File: config.mk
export PLATFORM = sky130hd
export DESIGN_NAME = pong_game_ctrl
export DESIGN_NICKNAME = d
export VERILOG_FILES = /design/src/rtl/pong_game_ctrl.sv
export SDC_FILE = /design/constraint.sdc
export NUM_CORES = 1
export LEC_CHECK = 0
export CAP_MARGIN = 20
export CORE_MARGIN = 2
export CORE_UTILIZATION = 50
export DETAILED_ROUTE_END_ITERATION = 6
export GPL_ROUTABILITY_DRIVEN = 0
export MAX_ROUTING_LAYER = met4
export PLACE_DENSITY = 0.89
export SLEW_MARGIN = 10
export SYNTH_ARGS = -nofsm -noshare
export SYNTH_HDL_FRONTEND = slang
export SYNTH_SLANG_ARGS = --single-unit
File: constraint.sdc
create_clock -name clk -period 1.8 [get_ports clk]
set_input_delay 0.18 -clock clk [delete_from_list [all_inputs] [get_ports clk]]
set_output_delay 0.18 -clock clk [all_outputs]
set_load 0.05 [all_outputs]
File: src/rtl/pong_game_ctrl.sv
// ----------------------------------------------------------------------------
// pong_game_ctrl
//
// Game-level sequencer for the pong display pipeline. Freezes/releases the
// animation unit, counts remaining balls, keeps a two-digit BCD score from
// paddle hits and enforces a frame-counted pause after a miss and after the
// game is over. Every output comes straight from a register.
//
// Optional feature macro: PONG_CTRL_HISCORE_EN
//   defined     -> high-score register, updated on each entry into OVER
//   not defined -> hi_d1 / hi_d0 are tied to zero
//
// Ports:
//   clk         system clock
//   reset       asynchronous, active-high reset
//   btn[1:0]    player buttons (already synchronised); pressed = any bit set
//   refr_tick   one-cycle pulse per video frame
//   hit         one-cycle pulse, ball struck paddle
//   miss        one-cycle pulse, ball passed paddle
//   gra_still   1 = animation frozen, ball re-centred
//   game_state  00 NEWGAME, 01 PLAY, 10 NEWBALL, 11 OVER
//   balls_left  remaining balls
//   score_d1/0  BCD score, tens/units
//   hi_d1/0     BCD high score
// ----------------------------------------------------------------------------
module pong_game_ctrl #(
  parameter int START_BALLS = 3,   // 1..3
  parameter int WAIT_FRAMES = 120  // 1..255
) (
  input  logic       clk,
  input  logic       reset,
  input  logic [1:0] btn,
  input  logic       refr_tick,
  input  logic       hit,
  input  logic       miss,
  output logic       gra_still,
  output logic [1:0] game_state,
  output logic [1:0] balls_left,
  output logic [3:0] score_d1,
  output logic [3:0] score_d0,
  output logic [3:0] hi_d1,
  output logic [3:0] hi_d0
);

  typedef enum logic [1:0] {
    ST_NEWGAME = 2'b00,
    ST_PLAY    = 2'b01,
    ST_NEWBALL = 2'b10,
    ST_OVER    = 2'b11
  } state_t;

  localparam logic [1:0] BALLS_INIT = 2'(START_BALLS);
  localparam logic [7:0] TIMER_LOAD = 8'(WAIT_FRAMES);

  state_t     state_q, state_d;
  logic [1:0] balls_q, balls_d;
  logic [3:0] sc1_q, sc1_d;
  logic [3:0] sc0_q, sc0_d;
  logic [7:0] timer_q, timer_d;
  logic       gra_still_q, gra_still_d;
  logic       enter_over;
  logic       pressed;

  assign pressed = |btn;

  always_comb begin
    state_d    = state_q;
    balls_d    = balls_q;
    sc1_d      = sc1_q;
    sc0_d      = sc0_q;
    timer_d    = timer_q;
    enter_over = 1'b0;

    // Free-running decrement; a load below overrides it, so a tick on the
    // load cycle is lost rather than shortening the pause.
    if (refr_tick && (timer_q != 8'd0)) begin
      timer_d = timer_q - 8'd1;
    end

    case (state_q)
      ST_NEWGAME: begin
        if (pressed) begin
          sc1_d   = 4'd0;
          sc0_d   = 4'd0;
          balls_d = BALLS_INIT;
          state_d = ST_PLAY;
        end
      end
      ST_PLAY: begin
        // A miss takes precedence over a simultaneous hit.
        if (miss) begin
          timer_d = TIMER_LOAD;
          if (balls_q == 2'd1) begin
            balls_d    = 2'd0;
            state_d    = ST_OVER;
            enter_over = 1'b1;
          end else begin
            balls_d = balls_q - 2'd1;
            state_d = ST_NEWBALL;
          end
        end else if (hit) begin
          if (sc0_q == 4'd9) begin
            sc0_d = 4'd0;
            sc1_d = (sc1_q == 4'd9) ? 4'd0 : sc1_q + 4'd1;
          end else begin
            sc0_d = sc0_q + 4'd1;
          end
        end
      end
      ST_NEWBALL: begin
        // Press must coincide with an expired timer; early presses are dropped.
        if ((timer_q == 8'd0) && pressed) begin
          state_d = ST_PLAY;
        end
      end
      ST_OVER: begin
        if (timer_q == 8'd0) begin
          state_d = ST_NEWGAME;
        end
      end
      default: state_d = ST_NEWGAME;
    endcase

    // Registered so the overlay sees a glitch-free freeze flag that tracks
    // the new state with the same one-cycle latency.
    gra_still_d = (state_d != ST_PLAY);
  end

  always_ff @(posedge clk or posedge reset) begin
    if (reset) begin
      state_q     <= ST_NEWGAME;
      balls_q     <= BALLS_INIT;
      sc1_q       <= 4'd0;
      sc0_q       <= 4'd0;
      timer_q     <= 8'd0;
      gra_still_q <= 1'b1;
    end else begin
      state_q     <= state_d;
      balls_q     <= balls_d;
      sc1_q       <= sc1_d;
      sc0_q       <= sc0_d;
      timer_q     <= timer_d;
      gra_still_q <= gra_still_d;
    end
  end

`ifdef PONG_CTRL_HISCORE_EN
  logic [3:0] hi1_q, hi1_d;
  logic [3:0] hi0_q, hi0_d;

  // BCD digits compare correctly as a plain concatenated binary value:
  // tens digit dominates, units break ties.
  always_comb begin
    hi1_d = hi1_q;
    hi0_d = hi0_q;
    if (enter_over && ({sc1_q, sc0_q} > {hi1_q, hi0_q})) begin
      hi1_d = sc1_q;
      hi0_d = sc0_q;
    end
  end

  always_ff @(posedge clk or posedge reset) begin
    if (reset) begin
      hi1_q <= 4'd0;
      hi0_q <= 4'd0;
    end else begin
      hi1_q <= hi1_d;
      hi0_q <= hi0_d;
    end
  end

  assign hi_d1 = hi1_q;
  assign hi_d0 = hi0_q;
`else
  logic unused_enter_over;
  assign unused_enter_over = enter_over;
  assign hi_d1 = 4'd0;
  assign hi_d0 = 4'd0;
`endif

  assign gra_still  = gra_still_q;
  assign game_state = state_q;
  assign balls_left = balls_q;
  assign score_d1   = sc1_q;
  assign score_d0   = sc0_q;

endmodule

==> results.toml <==
[cts]
cts_tree = "yes"
clkLatencyLatePin_ns = 0.30
postCtsHoldBufs = 0
post_cts_buffers = 0
path_clk_slew_ns = 0.12
ctsHtreeMaxLevel = 1
cts_resized = 0
clock_path_buffers = 2
clock-sinks = 21
numCtsBuffers = 3
cts-root-buf = "clkbuf_4"

[route]
drt-initial-drc-count = 35
drt-vias-per-instance = 5.468
num_vias = 1028
first_pass_iters = 6
antenna_left = 0
drc = 0
wire_per_inst_um = 13.61
drt_wl_total_mm = 2.558

[layout]
multiInputGateArea_um2 = 715.7
syn_to_final_growth_pct = 17.32
fillers = 209
drive_above_1_share_pct = 18.35
seqCellArea_um2 = 529.3
layout_common_cells = "18 x nor2_1, 18 x dfrtp_1, 11 x clkdlybuf4s50_1"
fin_util_pct = 62.27
num-nets-final = 173
num_antenna_cells = 0
final_cells = 188

[critical_path]
crit_chain = "clkdlybuf4s50_1"
crit_family = "buffers and inverters"
critPathMaxFanout = 6
max_stage_delay_ns = 0.83
crit_buf_inv = 1
cp.arrival_ns = 1.57
path_class = "flip-flop to output pin"
cp_slowest_cell = "clkdlybuf4s50_1"
cp.required_ns = 1.62
start_kind = "flip-flop"
end_kind = "output pin"

[synth]
synth_edf_count = 0
synth_cell_types = 46
synth-seq-cells = 21
syn_avg_cell_area_um2 = 9.741
syn_inst = 135
async_reset_ff_share_pct = 100.0
synth.cell_area_um2 = 1315
yosysSeqAreaShare_pct = 40.25
yosys_warnings = 0
synth-main-ff-cell = "dfrtp_1"

[die]
initial_core_util_pct = 53.08
num_rows = 18
dieArea_um2 = 3056
io_pins = 28
die_y_um = 55.29
die_w_um = 55.29
fp.coreArea_um2 = 2477

[global_routing]
grt_max_degree = 22
antenna_found_initial = 0
groute.usage.overall_pct = 18.27
grt_pass1_wl_mm = 4.519
grt_pass1_vias = 1025
grt_overflow = 0

[placed_design]
port_buffers = 19
placed_cells = 184
dp_hpwl_mm = 2.037
place_ws_ns = 0.1312

[timing]
setup_ws_ns = 0.05069
rsz0062_at_grt = "false"
tns_ns = 0
final_max_slew_viol_count = 0
fin_worst_skew_ns = 0.005779
period_needed_ns = 1.749
setup_viol = 0
fin_crit_sh_pct = 97.18
maxSlewHeadroom_pct = 66.48
hold_viol_final = 0
tightest_slew_ns = 0.5020
fmax_ghz = 0.5717

[pwr]
ir_drop_mv = 0.8419
power_density_nw_per_um2 = 1415
p_total_uw = 2182
power.static_leakage_uw = 0.0007193

[hold_path]
hp-class = "input port to asynchronous set/reset pin"

[job]
cap_violations = 0

[outcome]
status = "finished clean"
## cell families after synthesis
kind of cell / synth area share (%)
compound gates: 14.08
xor+xnor: 2.665
fa+ha+maj: 6.660
buf+inv: 7.802
flops: 40.25
mux: 2.474
other cells: 0.2852
simple gates: 25.79
## cell usage after synthesis, types with 2 or more instances
master	n	area share, %
a211oi_2	2	1.9
nand3_1	4	1.5
o22ai_1	2	0.95
nor2_1	18	5.1
nor3_1	2	0.76
a211o_1	3	2.0
inv_1	7	2.0
a31oi_1	2	0.95
nand2b_1	2	0.95
nand2_1	8	2.3
dfstp_2	3	6.0
nand2b_4	2	2.1
o21ai_0	7	2.7
buf_4	8	4.6
mux2_2	2	1.7
o31ai_1	2	1.1
a21oi_1	3	1.1
nor3b_1	5	2.9
ha_1	7	6.7
xnor2_1	3	2.0
dfrtp_1	18	34
## power breakdown
group | switching [µW] | internal [µW]
registers | 233 | 646
clock network | 139 | 86.2
logic | 671 | 407
## flip-flops by register name (all words and copies together), names as in the netlist
| register | cells |
|---|---|
| balls_left | 2 |
| timer_q | 8 |
| game_state | 2 |
| score_d1 | 4 |
| score_d0 | 4 |
| gra_still | 1 |
## worst paths after layout
kind	startpoint	end	slack, ns	cells past startpoint
min in group clk	score_d0[3]$_DFFE_PP0P_	score_d0[3]$_DFFE_PP0P_	0.52	1
worst min-delay path	reset	timer_q[1]$_DFF_PP0_	0.20	3
max in group asynchronous	reset	gra_still$_DFF_PP1_	1.33	3
worst max register to register	timer_q[0]$_DFF_PP0_	game_state[0]$_DFF_PP0_	0.16	6
worst max-delay path	score_d1[2]$_DFFE_PP0P_	score_d1[2]	0.05	1
worst min register to register	score_d0[3]$_DFFE_PP0P_	score_d0[3]$_DFFE_PP0P_	0.52	1
## layout make-up
type,instances,share of cell area [%]
sequential,21,34.31
timing repair buffer,22,13.46
inverter,7,1.703
multi-input combinational,104,46.39
tap,30,2.433
clock buffer,4,1.703
## worst reg2reg max path, stage by stage, from the launching register on
cell and delay [ns]:
dfrtp_1 0.43, inv_1 0.10, ha_1 0.20, nor3b_4 0.35
nand2_2 0.11, a211oi_2 0.29, a21o_1 0.11
## stage by stage
step | hold WS, ns | cell area (µm²)
after CTS | 0.2136 | 1529
final | 0.2021 | 1543
after detailed placement | 0.5082 | 1503
after floorplan | 0.1543 | 1341
after global routing | 0.2472 | 1543
after global placement | 0.4816 | 1503
## metal layers
layer	wire (µm)	part of all wire [%]	track usage [%]
met5	0	0	-
met4	8	0.31	2.091
met3	92	3.6	2.342
met2	1325	52	34.18
met1	1132	44	21.42
Power figures use the tool's default switching activity.
